File: config.mk
export PLATFORM = sky130hd
export DESIGN_NAME = pc_stack_seq
export DESIGN_NICKNAME = d
export VERILOG_FILES = /design/src/rtl/pc_stack_seq.sv
export SDC_FILE = /design/constraint.sdc
export NUM_CORES = 1
export LEC_CHECK = 0
export ABC_CLOCK_PERIOD_IN_PS = 4900
export BUFFER_PORTS_ARGS = -buffer_cell sky130_fd_sc_hd__buf_2
export CORE_ASPECT_RATIO = 0.9
export CORE_UTILIZATION = 50
export DETAILED_ROUTE_END_ITERATION = 7
export PLACE_DENSITY = 0.7
export SLEW_MARGIN = 20
export SYNTH_ARGS = -nofsm -noshare
export SYNTH_HDL_FRONTEND = slang
export SYNTH_SLANG_ARGS = --single-unit
File: constraint.sdc
create_clock -name clk -period 4.9 [get_ports clk]
set_input_delay 0.98 -clock clk [delete_from_list [all_inputs] [get_ports clk]]
set_output_delay 0.98 -clock clk [all_outputs]
set_load 0.005 [all_outputs]
File: src/rtl/pc_stack_seq.sv
`default_nettype none
// ============================================================================
// pc_stack_seq : program-counter sequencer with return stack and branch hold
// Revision     : 1.0
// ============================================================================
module pc_stack_seq #(
   parameter int                ADDR_W    = 12,
   parameter int                DEPTH     = 4,
   parameter int                COND_HOLD = 1,
   parameter logic [ADDR_W-1:0] RESET_VEC = '0
) (
   input  logic                       clk,
   input  logic                       rst,
   input  logic                       en,
   input  logic [15:0]                IR,
   input  logic [3:0]                 CCR,
   output logic [ADDR_W-1:0]          pc_output,
   output logic                       hold,
   output logic [$clog2(DEPTH+1)-1:0] sp,
   output logic                       stk_ovf,
   output logic                       stk_unf
);

   localparam int SP_W  = $clog2(DEPTH + 1);
   localparam int IDX_W = (DEPTH > 1) ? $clog2(DEPTH) : 1;

   typedef enum logic [1:0] {
      ST_IDLE = 2'd0,
      ST_RUN  = 2'd1,
      ST_HOLD = 2'd2
   } state_t;

   state_t              state_q, state_d;
   logic [ADDR_W-1:0]   pc_q, pc_d;
   logic [SP_W-1:0]     sp_q, sp_d;
   logic                ovf_q, ovf_d;
   logic                unf_q, unf_d;

   // Sized to a power of two so the index width matches the array exactly.
   logic [ADDR_W-1:0]   stack_q [2**IDX_W];

   logic                push_en;
   logic [IDX_W-1:0]    push_idx;
   logic [IDX_W-1:0]    pop_idx;
   logic [ADDR_W-1:0]   pc_inc;
   logic [ADDR_W-1:0]   jmp_tgt;
   logic [ADDR_W-1:0]   rel_off;
   logic                cond_true;
   logic                stack_full;
   logic                unused_ccr;

   assign unused_ccr = CCR[1];
   assign pc_inc     = pc_q + ADDR_W'(1);
   assign jmp_tgt    = ADDR_W'(IR[11:0]);
   assign rel_off    = ADDR_W'($signed(IR[11:0]));
   assign stack_full = (sp_q == SP_W'(DEPTH));
   assign push_idx   = sp_q[IDX_W-1:0];
   assign pop_idx    = IDX_W'(sp_q - SP_W'(1));

   always_comb begin
      cond_true = 1'b0;
      case (IR[15:12])
         4'h9:    cond_true = CCR[2];
         4'hA:    cond_true = CCR[3];
         4'hB:    cond_true = CCR[0];
         default: cond_true = 1'b0;
      endcase
   end

   always_comb begin
      state_d = state_q;
      pc_d    = pc_q;
      sp_d    = sp_q;
      ovf_d   = ovf_q;
      unf_d   = unf_q;
      push_en = 1'b0;
      if (en) begin
         case (state_q)
            ST_IDLE: state_d = ST_RUN;
            ST_HOLD: begin
               // CCR is sampled here, in the second cycle of the branch.
               pc_d    = cond_true ? jmp_tgt : pc_inc;
               state_d = ST_RUN;
            end
            ST_RUN: begin
               case (IR[15:12])
                  4'h0: begin
                     if (IR[11:8] == 4'hD) begin
                        if (sp_q != '0) begin
                           pc_d = stack_q[pop_idx];
                           sp_d = sp_q - SP_W'(1);
                        end else begin
                           pc_d  = pc_inc;
                           unf_d = 1'b1;
                        end
                     end else begin
                        pc_d = pc_inc;
                     end
                  end
                  4'h8: pc_d = jmp_tgt;
                  4'h9, 4'hA, 4'hB: begin
                     if (COND_HOLD != 0) state_d = ST_HOLD;
                     else                pc_d    = cond_true ? jmp_tgt : pc_inc;
                  end
                  4'hE: begin
                     if (stack_full) begin
                        ovf_d = 1'b1;
                     end else begin
                        push_en = 1'b1;
                        sp_d    = sp_q + SP_W'(1);
                     end
                     pc_d = pc_q + rel_off;
                  end
                  default: pc_d = pc_inc;
               endcase
            end
            default: state_d = ST_IDLE;
         endcase
      end
   end

   always_ff @(posedge clk) begin
      if (rst) begin
         state_q <= ST_IDLE;
         pc_q    <= RESET_VEC;
         sp_q    <= '0;
         ovf_q   <= 1'b0;
         unf_q   <= 1'b0;
      end else begin
         state_q <= state_d;
         pc_q    <= pc_d;
         sp_q    <= sp_d;
         ovf_q   <= ovf_d;
         unf_q   <= unf_d;
      end
   end

   always_ff @(posedge clk) begin
      if (push_en && !rst) stack_q[push_idx] <= pc_inc;
   end

   assign pc_output = pc_q;
   assign hold      = (state_q == ST_HOLD);
   assign sp        = sp_q;
   assign stk_ovf   = ovf_q;
   assign stk_unf   = unf_q;

endmodule
`default_nettype wire

# Word level (Yosys, flattened, before mapping)

Memories as Yosys holds them, arrays and structs flattened.
Index checks and enable logic that the tools add are counted.

Register bits: 19
Memory bits (writable): 48
Word-level logic and storage cells: 57
Memories kept: 1

$add $sub $neg: 4
Equal/unequal tests: 14
Multiplexer cells: 18
Bitwise logic cells: 1
Reductions and logical operators: 14

Memory list:

| name    | depth | width | rd ports | clocked after memory_dff | write ports | RTL line | text |
|---|---|---|---|---|---|---|---|
| stack_q | 4     | 12    | 1        | 0                        | 1           | 40       | `logic [ADDR_W-1:0] stack_q [2**IDX_W];` |

Operators by type and width:

| operator                                                               | number |
|---|---|
| 12-bit one-hot mux with 4 select lines                                 | 1 |
| 12-bit 2-to-1 mux                                                      | 3 |
| 4-bit equality test (second input constant)                            | 6 |
| 12-bit one-hot mux with 2 select lines                                 | 1 |
| 12-bit by 1-bit adder with 12-bit output (second input constant)       | 1 |
| 12-bit adder                                                           | 1 |
| 3-bit 2-to-1 mux                                                       | 3 |
| 2-bit inequality test (second input constant)                          | 4 |
| 1-bit 2-to-1 mux                                                       | 6 |
| 3-bit one-hot mux with 2 select lines                                  | 1 |
| 6-bit AND reduction                                                    | 1 |
| 5-bit AND reduction                                                    | 1 |
| 4-bit zero test                                                        | 1 |
| 2-bit one-hot mux with 2 select lines                                  | 1 |
| 4-bit AND reduction                                                    | 1 |
| 2-bit nonzero test                                                     | 2 |
| 3-bit by 1-bit adder with 3-bit output (second input constant)         | 1 |
| 3-bit equality test (second input constant)                            | 1 |
| 1-bit one-hot mux with 3 select lines                                  | 1 |
| 3-bit AND reduction                                                    | 1 |
| 3-bit nonzero test                                                     | 1 |
| 3-bit OR reduction                                                     | 1 |
| 3-bit by 1-bit subtractor with 3-bit output (second input constant)    | 1 |
| 2-bit by 1-bit equality test with 1-bit output (second input constant) | 1 |
| 9 further kinds                                                        | 9 |

# Depth between registers and ports, before layout

Gate-level depths: netlist of the first run.

Depth in word-level cells: 8
Mapped depth: 9
Mapped depth without buffers: 8

# Worst setup path before layout of the first run

OpenSTA, ideal clock, no wires.

Path type: input port to flip-flop
From: in IR[0]
To: reg pc_q[8] (netlist: pc_output[8])
Arrival: 2.697 ns
Slack: 2.133 ns
Stages on the path: 8
Buffers on the path: 0
Cells stage by stage: ha_1 fa_1 a21oi_1 o21ai_0 a2111oi_0 o21a_1 o21ai_0 a21oi_1

Word-level cells in the longest chain between the ends: 3

RTL lines:

| item                                   | RTL line | text |
|---|---|---|
| start: declaration                     | 15       | `input logic [15:0] IR,` |
| 12-bit adder                           | 112      | `pc_d = pc_q + rel_off;` |
| 12-bit one-hot mux with 4 select lines | 86       | `case (IR[15:12])` |
| 12-bit one-hot mux with 2 select lines | 78       | `case (state_q)` |
| end signal: assignment                 | 131      | `pc_q <= pc_d;` |
| end: declaration                       | 34       | `logic [ADDR_W-1:0] pc_q, pc_d;` |

Every way passes these cells.
A chain may end at the register's enable or synchronous reset.

# Worst setup path in the final report of the first run

Ends and elaborated chain as after synthesis.

==> results of run 1 <==
## flip-flops by register name, indices dropped and copies added, names as in the netlist
| register | count |
|---|---|
| state_q | 2 |
| stk_ovf | 1 |
| stk_unf | 1 |
| sp | 3 |
| pc_output | 12 |
| stack_q | 48 |
## final cells by class
class	instances	area (um^2)
Tap cell	96	120
Fill cell	635	3110
Sequential cell	67	1820
Multi-Input combinational cell	245	1950
Timing Repair Buffer	43	225
Clock buffer	9	124
Clock inverter	7	116
Inverter	11	41.3
## per-stage QoR
stage          util [%]  worst slack, ns  cells  hold WS, ns  total power, uW
5_1_grt            58.6             1.78    478        0.500             1420
6_report           58.6             1.98    478        0.464             1370
4_1_cts            58.6             2.00    478        0.470             1380
2_1_floorplan         -             2.13    338        0.461              769
3_5_place_dp       55.4             1.64    462        0.454              831
3_3_place_gp       55.4             1.70    462        0.451              827
## logic make-up after synthesis
group | count (synthesis)
simple gates | 96
xor+xnor | 21
fa+ha+maj | 19
buf+inv | 26
mux | 15
compound gates | 94
flops | 67
## routing by layer
metal,vias up,track usage [%],wire [um]
met5,-,0,0
met4,0,9.92,227
met3,20,5.32,800
met2,142,37.9,4400
met1,1472,39.8,4570
li1,1403,-,-
## how the worst max path moves through the flow
| stage | end | slack [ns] | cells after the start | start |
|---|---|---|---|---|
| floorplan | pc_output[8] | 2.13 | 8 | IR[0] |
| global placement | pc_output[10] | 1.70 | 9 | IR[0] |
| detailed placement | pc_output[8] | 1.64 | 9 | IR[0] |
| CTS | pc_output[8] | 2.00 | 9 | IR[0] |
| global route | pc_output[10] | 1.78 | 9 | IR[0] |
| finish | pc_output[8] | 1.98 | 9 | IR[0] |
## report_power, final
part           internal [uW]  switching, uW
Sequential               618           16.2
Combinational           75.2            113
Clock                    337            213
Total                   1030            343
## layout by cell type, fill, tap and decap left out, types with 11 or more instances in the layout
master	instances
a21oi_1	22
dfxtp_1	19
edfxtp_1	48
xnor2_1	14
inv_1	11
nor2_1	19
mux4_2	12
ha_1	18
nand2_1	17
buf_2	39
o21ai_0	12
## worst max-delay path, cell delays in order
cell       delay (ns)
buf_2            0.12
ha_1             0.23
fa_1             0.41
a21oi_1          0.19
o21ai_0          0.20
a2111oi_0        0.60
o21a_1           0.17
o21ai_0          0.11
a21oi_1          0.19
==> results.tsv, run 1 <==
stage	metric	value	unit
global_routing	first-pass GRT wire length	15700	um
logic_synthesis	most instantiated cells after synthesis	48 x edfxtp_1, 22 x a21oi_1, 19 x dfxtp_1, 19 x nor2_1, 18 x ha_1	
sta	final slew viol count	0	
clocking	post-CTS setup buffers	0	
detailed_routing	Avg WL per Cell	20.9	um
placed_design	Port Buf Inserts	39	
logic_synthesis	largest family of logic cells by synthesized area	compound AO/OA/AOI/OAI gates	
logic_synthesis	Avg Inst Size Synth	11.5	um^2
floorplan	Die W	94.8	um
critical_path	worst reg2reg path depth	7	
clocking	CTS root buf	clkbuf_8	
min_path	worst hold endpoint	stk_unf	
flow_run	maximum capacitance violations	0	
logic_synthesis	Synth Area in XOR/XNOR	4.74	%
detailed_routing	Iter 0 DRT Violations	250	
sta	final cycle utilization of the critical path	59.6	%
finish	layout cells sized above 1	20.2	%
critical_path	flop2flop setup slack	2.33	ns
placed_design	post-DP HPWL	6660	um
critical_path	Worst Path Required	5.17	ns
min_path	Cells on Worst Hold Path	2	
outcome	status	completed	
min_path	HP Start	stk_unf	
global_routing	vias in the first global route	2852	
logic_synthesis	Netlist cell types	55	
floorplan	Die H	85.5	um
logic_synthesis	most common cell in the netlist	edfxtp_1	
logic_synthesis	register area share after synthesis	47.0	%
floorplan	total die area	8110	um^2
placed_design	Cell Area, Placed	4160	um^2
logic_synthesis	Area contributors post-synth	edfxtp_1 37%, dfxtp_1 9.8%, mux4_2 7.0%	
global_routing	Overall Global Routing Usage	26.6	%
detailed_routing	routed vias/inst	6.35	
sta	Hold Fails Final Rpt	0	
critical_path	Crit Path Category	input pin to register	
floorplan	core area	7510	um^2
logic_synthesis	post-synth top area cell	edfxtp_1	
logic_synthesis	area share of fa/ha/maj cells after synthesis	6.32	%
min_path	Hold WC Path Type	register to register	
critical_path	worst flop-to-flop path endpoint	sp[2]	
logic_synthesis	post-synthesis mux area share	7.74	%
sta	# setup viols final	0	
sta	slew margin rel.	35.6	%
finish	Final Cell Area	4400	um^2
floorplan	FP Rows	30	
critical_path	crit path max fanout	3	
logic_synthesis	simple-gate share of the synthesized area	14.2	%
logic_synthesis	number of synthesized flops with an enable pin	48	
global_routing	initial antenna violation count	0	
global_routing	GRT Residual Overflow	0	
clocking	Clock transition at path regs	0.08	ns
finish	Antenna diodes	0	
floorplan	I/O pin total	41	
logic_synthesis	Synthesized Nets	380	
sta	RSZ-0062 raised after global routing	no	
clocking	CTS Hold Buffers Added	0	
logic_synthesis	Cell Area, Synth	3880	um^2
global_routing	largest net degree at the start of global routing	17	
critical_path	RR Startpoint	sp[1]	
critical_path	Arr. time, crit path	3.19	ns
clocking	CTS tree	yes	
finish	Area Overhead vs Synth	13.5	%
logic_synthesis	YS warnings	0	
power	Pwr per Cell Area	312	nW/um^2
logic_synthesis	Synth Area in Compound Gates	17.2	%
clocking	CTS resizes	0	
clocking	Clk Latency, worst-skew pair	0.35	ns
clocking	htree depth	3	
sta	Max Clk Rate	343	MHz
detailed_routing	drt pass-1 iters	5	
logic_synthesis	Post-Syn Instances	338	
clocking	CTS sink count	67	
sta	measured slew at the worst slew-check pin	0.959	ns
logic_synthesis	top-area cell type share of the netlist area	37.2	%
placed_design	GPL Wtd Cong	0.887	
detailed_routing	drt drc	0	
clocking	CTS Buf Count	9	
logic_synthesis	#FFs+latches synth	67	
detailed_routing	Detailed Route WL	10000	um
logic_synthesis	Synth Flop Type	edfxtp_1	
power	Max VDD drop	0.155	mV
detailed_routing	total number of vias	3037	
critical_path	Worst Setup Start Kind	input pin	
floorplan	Initial Utilization	51.7	%
sta	clock skew	0.0110	ns
finish	Final nets	419	
power	LEAKAGE	0.00165	uW
sta	fin crit period	2.92	ns
critical_path	Crit. End Element	register	
clocking	CTS Buffer Depth	2	
detailed_routing	post-route antenna net violation count	0	
logic_synthesis	asr flop ratio synth	0	%
sta	Final TNS setup	0	ns
No activity file was read; power rests on OpenSTA's default activity.
==> inputs of run 2 (changes only) <==
--- a/config.mk
+++ b/config.mk
@@ -5,12 +5,13 @@
 export SDC_FILE = /design/constraint.sdc
 export NUM_CORES = 1
 export LEC_CHECK = 0
-export ABC_CLOCK_PERIOD_IN_PS = 4900
+export ABC_AREA = 1
+export ABC_CLOCK_PERIOD_IN_PS = 2400
 export BUFFER_PORTS_ARGS = -buffer_cell sky130_fd_sc_hd__buf_2
 export CORE_ASPECT_RATIO = 0.9
 export CORE_UTILIZATION = 50
 export DETAILED_ROUTE_END_ITERATION = 7
-export PLACE_DENSITY = 0.7
+export PLACE_DENSITY = 0.72
 export SLEW_MARGIN = 20
 export SYNTH_ARGS = -nofsm -noshare
 export SYNTH_HDL_FRONTEND = slang
==> constraint.sdc (replaced) <==
create_clock -name clk -period 2.4 [get_ports clk]
set_input_delay 0.48 -clock clk [delete_from_list [all_inputs] [get_ports clk]]
set_output_delay 0.48 -clock clk [all_outputs]
set_load 0.005 [all_outputs]
==> run 2 against run 1 <==
Net effect: register-to-register slack lost 2.0 ns; synthesized cell count up 65%; flip-flop and latch count unchanged; final area rose by 8.0%; via count rose by 29%; count of clock-buffer cells in the layout stayed put; sequential share of layout area down 3.1 points; critical path depth is 2 higher; sequential power is 100% higher; critical endpoint is now pc_output[5]; clock skew is 0.0011 ns higher; worst hold slack worse by 0.10 ns; combinational power is 95% higher.
==> results.tsv, run 2 <==
stage	metric	value	unit	change
logic_synthesis	most instantiated cells after synthesis	148 x nand2_1, 69 x nor2_1, 61 x inv_1, 48 x edfxtp_1, 39 x o21ai_0		
floorplan	core area	8150	um^2	+8.5%
logic_synthesis	Synth Area in Compound Gates	12.5	%	-4.8 points
sta	RSZ-0062 raised after global routing	no		
finish	Final nets	647		+54%
clocking	CTS Buf Count	9		unchanged
clocking	htree depth	3		unchanged
critical_path	worst reg2reg path depth	11		+4
power	LEAKAGE	0.00217	uW	+32%
clocking	Clock transition at path regs	0.08	ns	about the same
sta	final slew viol count	0		unchanged
finish	fill cell count	749		+18%
logic_synthesis	register area share after synthesis	42.9	%	-4.1 points
detailed_routing	post-route antenna net violation count	0		unchanged
finish	Cell Count, Final, Fillers Out	709		+48%
placed_design	Post-Place Cells	693		+50%
finish	multi-input logic area	2090	um^2	+7.1%
min_path	Cells on Worst Hold Path	2		unchanged
finish	number of flip-flops in the largest register	48		unchanged
sta	Hold Fails Final Rpt	0		unchanged
logic_synthesis	number of synthesized flops with an enable pin	48		unchanged
global_routing	GRT Residual Overflow	0		unchanged
logic_synthesis	Post-Syn Instances	557		+65%
critical_path	delay of the slowest cell on the worst path	0.39	ns	-0.21 ns
logic_synthesis	Synth Area in XOR/XNOR	2.00	%	-2.7 points
detailed_routing	Detailed Route WL	10800	um	+8.4%
finish	Most flops, register	stack_q		
clocking	CTS resizes	0		unchanged
min_path	Hold WC Path Type	input pin to register		
detailed_routing	drt pass-1 iters	5		unchanged
power	Max VDD drop	0.345	mV	+120%
floorplan	FP Rows	31		+3.3%
outcome	status	completed		
logic_synthesis	Avg Inst Size Synth	7.62	um^2	-34%
clocking	CTS sink count	67		unchanged
clocking	post-CTS setup buffers	0		unchanged
floorplan	Initial Utilization	52.1	%	+0.49 points
placed_design	Port Buf Inserts	39		unchanged
global_routing	Overall Global Routing Usage	26.2	%	-0.39 points
sta	Min Hold Slack	0.359	ns	-0.105 ns
critical_path	crit path max fanout	6		+3
min_path	worst hold endpoint	state_q[0]		
sta	fin crit period	2.06	ns	
clocking	CTS Hold Buffers Added	0		unchanged
logic_synthesis	most common cell in the netlist	nand2_1		
logic_synthesis	Synthesized Nets	599		+58%
placed_design	post-DP HPWL	7970	um	+20%
finish	layout cells sized above 1	15.4	%	-4.7 points
logic_synthesis	largest family of logic cells by synthesized area	simple AND/OR/NAND/NOR gates		
detailed_routing	drt drc	0		unchanged
logic_synthesis	Area contributors post-synth	edfxtp_1 34%, nand2_1 13%, dfxtp_1 9.0%		
floorplan	Die H	89.4	um	+4.5%
detailed_routing	Avg WL per Cell	15.3	um	-27%
critical_path	flop2flop setup slack	0.34	ns	-1.99 ns
clocking	CTS Buffer Depth	2		unchanged
finish	Antenna diodes	0		unchanged
placed_design	GPL Wtd Cong	0.921		+3.8%
power	Power Total	2500	uW	+82%
floorplan	total die area	8870	um^2	+9.3%
critical_path	RR Startpoint	sp[1]		
logic_synthesis	Synth Flop Type	edfxtp_1		
global_routing	vias in the first global route	3535		+24%
global_routing	initial antenna violation count	0		unchanged
critical_path	Worst Path Required	2.63	ns	-2.54 ns
logic_synthesis	#FFs+latches synth	67		unchanged
sta	Final TNS setup	0	ns	unchanged
power	Pwr per Cell Area	525	nW/um^2	+68%
sta	final cycle utilization of the critical path	85.7	%	
sta	# setup viols final	0		unchanged
critical_path	Crit Path Category	register to register		
sta	clock skew	0.0121	ns	+0.00105 ns
clocking	Clk Latency, worst-skew pair	0.35	ns	about the same
logic_synthesis	top-area cell type share of the netlist area	33.9	%	-3.2 points
flow_run	maximum capacitance violations	0		unchanged
critical_path	Worst Setup Start Kind	register		
finish	commonest non-fill, non-tap cells in the layout	148 x nand2_1, 69 x nor2_1, 61 x inv_1		
critical_path	Arr. time, crit path	2.28	ns	-0.91 ns
logic_synthesis	asr flop ratio synth	0	%	unchanged
logic_synthesis	simple-gate share of the synthesized area	29.0	%	+15 points
floorplan	I/O pin total	41		unchanged
sta	slew margin rel.	65.0	%	+29 points
min_path	HP Start	en		
global_routing	first-pass GRT wire length	17400	um	+11%
finish	utilization after layout	58.3	%	-0.29 points
logic_synthesis	area share of fa/ha/maj cells after synthesis	5.77	%	-0.55 points
clocking	CTS root buf	clkbuf_8		
critical_path	worst path buffer plus inverter count	2		+1
logic_synthesis	Netlist cell types	38		-31%
sta	Max Clk Rate	486	MHz	
logic_synthesis	Cell Area, Synth	4250	um^2	+9.5%
detailed_routing	total number of vias	3924		+29%
global_routing	largest net degree at the start of global routing	29		+12
finish	FF+latch area	1820	um^2	unchanged
logic_synthesis	post-synth top area cell	edfxtp_1		
floorplan	Die W	99.1	um	+4.6%
logic_synthesis	post-synthesis mux area share	0	%	-7.7 points
critical_path	worst flop-to-flop path endpoint	pc_output[5]		
finish	Area Overhead vs Synth	11.8	%	
logic_synthesis	YS warnings	0		unchanged
critical_path	top cell family by delay on the critical path	simple AND/OR/NAND/NOR gates		
critical_path	Worst Setup SP	sp[1]		
detailed_routing	routed vias/inst	5.53		-13%
clocking	CTS tree	yes		
critical_path	Crit. End Element	register		
finish	commonest non-fill, non-tap cell in the layout	nand2_1		
critical_path	CP max-delay cell	dfxtp_1		
critical_path	Critical Path, Cell by Cell	inv_1 -> ha_1 -> ha_1 -> inv_1 -> nand4_1 -> nand2_2 -> nand2_2 -> nand2_1 -> nand3_1 -> o21ai_0 -> a21oi_1		
detailed_routing	Iter 0 DRT Violations	294		+18%
sta	measured slew at the worst slew-check pin	0.524	ns	-0.435 ns
==> run 2: cell types whose count changed after synthesis, moves of 10 or more <==
cell / before / now
inv_1: 11 / 61
mux4_2: 12 / 0
nand2_1: 17 / 148
nor2b_1: 10 / 0
o21ai_0: 12 / 39
nor2_1: 19 / 69
o21ai_1: 2 / 12
nand3_1: 6 / 37
clkbuf_1: 12 / 1
a21oi_1: 22 / 37
xnor2_1: 14 / 2
==> run 2: layer usage <==
metal	up-vias	global-route usage, %	part of all wire, %
li1	1940	-	-
met1	1807	34.1	44
met2	152	44.2	47
met3	25	6.49	7.3
met4	0	6.82	1.8
met5	-	0	0
==> run 2: final cells by class <==
type | instances | share of cell area [%]
sequential | 67 | 38.4
clock inverter | 7 | 1.13
multi-input combinational | 408 | 44.0
clock buffer | 9 | 2.61
tap | 99 | 2.61
inverter | 69 | 5.45
timing repair buffer | 50 | 5.85
==> run 2: kinds of logic after synthesis <==
group / Yosys count
adders and majority gates: 19
buffers and inverters: 82
AOI/OAI and AO/OA: 99
and+or+nand+nor: 282
DFF: 67
xor gates and xnor gates: 8
==> run 2: power breakdown <==
part | leakage, uW | internal [uW] | switching [uW]
sequential | 0.000610 | 1260 | 29.9
clock | 0.0000818 | 379 | 463
combinational | 0.00148 | 127 | 240
total | 0.00217 | 1760 | 734
==> run 2: worst max path at each step <==
stage               endpoint  depth (start not counted)
6_report        pc_output[5]                         11
5_1_grt        pc_output[11]                         12
4_1_cts         pc_output[5]                         11
3_5_place_dp    pc_output[8]                         13
3_3_place_gp    pc_output[8]                         13
2_1_floorplan  stack_q[1][0]                          8
==> run 2: worst reg2reg max path: cells and delay by family, from the launching register on <==
kind / cells / cell delay [ns]
AOI/OAI and AO/OA: 2 / 0.28
and+or+nand+nor: 5 / 0.61
adders and majority gates: 2 / 0.48
DFF: 1 / 0.39
buffers and inverters: 2 / 0.19
==> run 2: per-stage QoR <==
| step | instance area [um^2] | setup WS (ns) |
|---|---|---|
| after detailed placement | 4570 | 0.250 |
| after CTS | 4750 | 0.352 |
| after global routing | 4750 | 0.153 |
| after floorplan | 4250 | -0.00231 |
| after global placement | 4570 | 0.267 |
| final | 4750 | 0.342 |
